--- src/rtl/spi_frame_master.sv ---
// SPI master (mode 0) that sends one 56-bit frame per spi_run rising edge:
// 8-bit command, 16-bit address, 32-bit data, MSB first. The last 32 bits
// sampled from miso are presented on miso_data at frame end.
// Optional macro SPI_CS_GAP_EN adds a GAP state that keeps cs_n high for
// CS_GAP cycles after each frame and remembers one start edge seen meanwhile.
module spi_frame_master #(
  parameter int HALF_DIV = 5,
  parameter int CS_GAP   = 4
) (
  input  logic        clk_100m,
  input  logic        rst_n,
  input  logic        spi_run,
  input  logic [7:0]  spi_com,
  input  logic [15:0] spi_addr,
  input  logic [31:0] mosi_data,
  output logic [31:0] miso_data,
  output logic        spi_done,
  output logic        sclk,
  output logic        cs_n,
  output logic        mosi,
  input  logic        miso
);

  typedef enum logic [2:0] {
    S_IDLE,
    S_LOW,
    S_HIGH,
    S_HOLD,
    S_DONE
`ifdef SPI_CS_GAP_EN
    , S_GAP
`endif
  } state_t;

  localparam logic [7:0] LP_PH_LAST  = 8'(HALF_DIV - 1);
  localparam logic [5:0] LP_BIT_LAST = 6'd55;
`ifdef SPI_CS_GAP_EN
  localparam logic [7:0] LP_GAP_LAST = 8'(CS_GAP - 1);
`endif

  // Reject parameter values the 8-bit counters cannot represent.
  if (HALF_DIV < 2 || HALF_DIV > 255) begin : g_bad_half_div
    $error("HALF_DIV must be in 2..255");
  end
  if (CS_GAP < 1 || CS_GAP > 255) begin : g_bad_cs_gap
    $error("CS_GAP must be in 1..255");
  end

  state_t      r_state, w_state;
  logic [7:0]  r_phase, w_phase;
  logic [5:0]  r_bit, w_bit;
  logic [55:0] r_shift, w_shift;
  logic [31:0] r_cap, w_cap;
  logic [31:0] r_miso_data, w_miso_data;
  logic        r_sclk, w_sclk;
  logic        r_cs_n, w_cs_n;
  logic        r_mosi, w_mosi;
  logic        r_done, w_done;
  logic        r_run, r_run_d;
  logic        w_rise, w_launch;
`ifdef SPI_CS_GAP_EN
  logic [7:0]  r_gap, w_gap;
  logic        r_pend, w_pend;
`endif

  assign w_rise    = r_run & ~r_run_d;
  assign miso_data = r_miso_data;
  assign spi_done  = r_done;
  assign sclk      = r_sclk;
  assign cs_n      = r_cs_n;
  assign mosi      = r_mosi;

  // Register spi_run and its previous value for rising-edge detection.
  always_ff @(posedge clk_100m or negedge rst_n) begin
    if (!rst_n) begin
      r_run   <= 1'b0;
      r_run_d <= 1'b0;
    end else begin
      r_run   <= spi_run;
      r_run_d <= r_run;
    end
  end

  // State, counters, shift/capture registers and registered pin outputs.
  always_ff @(posedge clk_100m or negedge rst_n) begin
    if (!rst_n) begin
      r_state     <= S_IDLE;
      r_phase     <= '0;
      r_bit       <= '0;
      r_shift     <= '0;
      r_cap       <= '0;
      r_miso_data <= '0;
      r_sclk      <= 1'b0;
      r_cs_n      <= 1'b1;
      r_mosi      <= 1'b0;
      r_done      <= 1'b0;
`ifdef SPI_CS_GAP_EN
      r_gap       <= '0;
      r_pend      <= 1'b0;
`endif
    end else begin
      r_state     <= w_state;
      r_phase     <= w_phase;
      r_bit       <= w_bit;
      r_shift     <= w_shift;
      r_cap       <= w_cap;
      r_miso_data <= w_miso_data;
      r_sclk      <= w_sclk;
      r_cs_n      <= w_cs_n;
      r_mosi      <= w_mosi;
      r_done      <= w_done;
`ifdef SPI_CS_GAP_EN
      r_gap       <= w_gap;
      r_pend      <= w_pend;
`endif
    end
  end

  // Next-state and next-output logic; frame launch is shared by IDLE and GAP.
  always_comb begin
    w_state     = r_state;
    w_phase     = r_phase;
    w_bit       = r_bit;
    w_shift     = r_shift;
    w_cap       = r_cap;
    w_miso_data = r_miso_data;
    w_sclk      = r_sclk;
    w_cs_n      = r_cs_n;
    w_mosi      = r_mosi;
    w_done      = 1'b0;
    w_launch    = 1'b0;
`ifdef SPI_CS_GAP_EN
    w_gap       = r_gap;
    w_pend      = r_pend;
`endif
    case (r_state)
      S_IDLE: w_launch = w_rise;
      S_LOW: begin
        if (r_phase == LP_PH_LAST) begin
          w_phase = '0;
          w_sclk  = 1'b1;
          w_state = S_HIGH;
        end else begin
          w_phase = r_phase + 8'd1;
        end
      end
      S_HIGH: begin
        if (r_phase == '0) w_cap = {r_cap[30:0], miso};
        if (r_phase == LP_PH_LAST) begin
          w_phase = '0;
          w_sclk  = 1'b0;
          if (r_bit == LP_BIT_LAST) begin
            w_state = S_HOLD;
          end else begin
            w_state = S_LOW;
            w_bit   = r_bit + 6'd1;
            w_shift = {r_shift[54:0], 1'b0};
            w_mosi  = r_shift[54];
          end
        end else begin
          w_phase = r_phase + 8'd1;
        end
      end
      S_HOLD: begin
        if (r_phase == LP_PH_LAST) begin
          w_phase     = '0;
          w_state     = S_DONE;
          w_cs_n      = 1'b1;
          w_mosi      = 1'b0;
          w_done      = 1'b1;
          w_miso_data = r_cap;
        end else begin
          w_phase = r_phase + 8'd1;
        end
      end
`ifdef SPI_CS_GAP_EN
      S_DONE: begin
        w_state = S_GAP;
        w_gap   = '0;
        w_pend  = 1'b0;
      end
      S_GAP: begin
        if (w_rise) w_pend = 1'b1;
        if (r_gap == LP_GAP_LAST) begin
          w_state  = S_IDLE;
          w_launch = r_pend | w_rise;
        end else begin
          w_gap = r_gap + 8'd1;
        end
      end
`else
      S_DONE: w_state = S_IDLE;
`endif
      default: w_state = S_IDLE;
    endcase
    if (w_launch) begin
      w_state = S_LOW;
      w_phase = '0;
      w_bit   = '0;
      w_shift = {spi_com, spi_addr, mosi_data};
      w_cs_n  = 1'b0;
      w_sclk  = 1'b0;
      w_mosi  = spi_com[7];
    end
  end

endmodule

--- config.mk ---
export PLATFORM = sky130hd
export DESIGN_NAME = spi_frame_master
export DESIGN_NICKNAME = d
export VERILOG_FILES = /design/src/rtl/spi_frame_master.sv
export SDC_FILE = /design/constraint.sdc
export NUM_CORES = 1
export LEC_CHECK = 0
export CAP_MARGIN = 10
export CORE_MARGIN = 2
export CORE_UTILIZATION = 45
export DETAILED_ROUTE_END_ITERATION = 10
export PLACE_DENSITY = 0.67
export RECOVER_POWER = 100
export SYNTH_ARGS = -nofsm -noshare
export SYNTH_HDL_FRONTEND = slang
export SYNTH_SLANG_ARGS = --single-unit
export TNS_END_PERCENT = 5
--- constraint.sdc ---
create_clock -name clk_100m -period 2.7 [get_ports clk_100m]
set_input_delay 0.54 -clock clk_100m [delete_from_list [all_inputs] [get_ports clk_100m]]
set_output_delay 0.54 -clock clk_100m [all_outputs]
set_load 0.01 [all_outputs]
==> qor.txt <==
dpl cells: 816
Seq/Total Area, Yosys: 56.5%
Post-Synthesis Net Count: 639
fin crit share: 89.8%
drt drc: 0
DP Area: 7410 um^2
largest net degree at the start of global routing: 67
post-synth top area share: 56.1%
PostCTS Resize Cnt: 0
TritonCTS Buffers: 17
Max Root-Sink Buffers: 2
post-synth cell types: 50
average cell area after synthesis: 10.9 um^2
largest area contributor in the netlist: dfrtp_1
Lkg Pwr: 3.51 nW
Period minus WS final: 2.42 ns
wire per inst: 16.6 um
Setup crit end: r_cap[21]$_DFFE_PN0P_
FMAX: 412 MHz
Post-Synth XOR/XNOR Area: 0.418%
Final Instance Area: 7960 um^2
Starting Density: 45.7%
TritonCTS Sinks: 142
post-synthesis cell count: 576
number of synthesized flops with an enable pin: 0
Nets: 718
Via density: 5.68
PD cells: 853 nW/um^2
Filler Cells Inserted: 1202
final HPWL from detailed placement: 8520 um
Worst Clk Skew: 0.00913 ns
Finished Layout Cells: 848
Setup CP Type: flop to flop
num rows: 43
Clock transition at path regs: 0.06 ns
Setup crit start: r_phase[5]$_DFFE_PN0P_
RR Startpoint: r_phase[5]$_DFFE_PN0P_
number of global-route vias before repair: 4660
most common cell after layout, fill and taps aside: dfrtp_1
Initial DRC Count: 499
ys flop type: dfrtp_1
Critical Path Fanout Max: 32
R2R depth: 5
Worst Max-Slew Pin Slew: 1.69 ns
Core Footprint: 13800 um^2
share of layout cells above drive strength 1: 17.1%
Compound-Gate Fraction of Synth Area: 17.7%
simple-gate share of the synthesized area: 8.93%
via count: 4820
die area: 14900 um^2
root buffer cell: clkbuf_16
synthesis warning total: 0
GRT overflow: 0
final hold vios: 0
final setup fails: 0
router iterations before antenna repair: 5
proportion of synthesized area in mux cells: 11.6%
Max rail drop VDD: 0.000456 V
initial antenna violation count: 1
worst-skew pair later-pin latency: 0.42 ns
setup TNS: 0 ns
diodes inserted: 0
RSZ-0062 raised after global routing: no
maxcap violations: 1
most frequent cells in the layout: dfrtp_1 (141), a21oi_1 (64), o21ai_0 (64)
Die Span X: 122 um
io pins: 96
global-route wire length before repair: 22900 um
critical path endpoint category: flop
Sequential Area: 3550 um^2
post-CTS setup buffers: 0
gr usage total: 19.4%
CTS HTree Levels: 4
Port Buf Inserts: 95
adder and majority gate portion of the synthesized area: 0.597%
Multi-input gate area: 2460 um^2
top cells by area, synth: dfrtp_1 (56%), mux2_2 (11%), a31oi_1 (5.4%)
synthesis-stage register bit count: 142
CTS tree: yes
GP Congestion: 0.767
Worst Hold Class: flop to flop
FF-to-FF setup slack: 0.28 ns
drt total wl: 14000 um
Critical Path RT: 2.99 ns
asr flop ratio synth: 100%
CP Data Arrival Time: 2.72 ns
die height: 122 um
Hold Buf Count CTS: 0
Pins Over Slew Limit: 65
total power: 0.00679 W
Antenna Nets Post-Route: 0
failing checks: capacitance limit, slew limit
area grow syn2layout: 26.5%
main combinational cell family by area after synthesis: compound AO/OA/AOI/OAI gates
status: finished, violations left
Worst R2R End: r_cap[21]$_DFFE_PN0P_
Slew headroom: -12.8%
Setup crit start kind: flop
Mapped Area: 6290 um^2
-- routing by layer --
metal,global-route usage [%],vias up,share of wire (%)
met3,7.43,17,8.5
met4,5.39,2,0.98
met5,0,-,0.093
li1,-,2250,-
met2,29.0,157,46
met1,26.7,2394,45
-- registers in the layout (all words and copies together) (netlist names) --
name / flops
r_bit: 6
r_run: 1
spi_done: 1
sclk: 1
mosi: 1
r_shift: 55
r_cap: 32
r_phase: 8
miso_data: 32
cs_n: 1
r_run_d: 1
r_state: 3
-- critical path: stages (launching register included) --
cell,delay (ns)
dfrtp_1,0.43
or4_4,0.58
nor3b_2,0.21
nand3_2,0.08
clkbuf_2,0.48
mux2_1,0.50
-- final cells by class --
cell class                 count  share of cell area (%)
inverter                       8                   0.377
clock buffer                  22                    5.71
timing repair buffer         107                    13.7
sequential                   142                    44.7
multi-input combinational    379                    30.9
clock inverter                10                    1.81
tap                          180                    2.83
-- report_power, final --
part           switching, W  internal, W  total [W]
combinational      0.000781     0.000663    0.00144
clock              0.000876      0.00148    0.00236
sequential         0.000328      0.00266    0.00299
-- cell usage after synthesis (6+ instances only) --
cell type / count
inv_1: 8
nand2_1: 8
dfrtp_1: 141
o21ai_0: 63
buf_2: 12
nor2_1: 62
a21oi_1: 63
mux2_2: 63
a31oi_1: 54
clkbuf_1: 26
buf_6: 6
or4_1: 6
-- through the flow --
step	util, %	hold WS (ns)	setup slack, ns
floorplan	-	0.244	0.745
global placement	53.8	0.389	0.564
detailed placement	53.8	0.397	0.516
CTS	58.1	0.141	0.497
global route	57.8	0.414	0.163
finish	57.8	0.406	0.275
-- cells by family (layout without fill, tap and decap cells) --
family,Yosys count,count (layout)
multiplexers,65,65
AND/OR/NAND/NOR,110,110
flip-flops,142,142
AO/OA/AOI/OAI,198,198
adder cells (fa/ha/maj),3,3
buffers and inverters,55,147
XOR/XNOR,3,3
-- worst min-delay path by stage --
stage,slack (ns),endpoint,depth (start not counted),from
after floorplan,0.24,miso_data[0]$_DFFE_PN0P_,0,rst_n
after global placement,0.39,r_run_d$_DFF_PN0_,0,r_run$_DFF_PN0_
after global routing,0.41,r_run_d$_DFF_PN0_,0,r_run$_DFF_PN0_
after detailed placement,0.40,r_run_d$_DFF_PN0_,0,r_run$_DFF_PN0_
after CTS,0.14,r_phase[7]$_DFFE_PN0P_,1,rst_n
final,0.41,r_run_d$_DFF_PN0_,0,r_run$_DFF_PN0_
(Power assumes the default switching activity.)
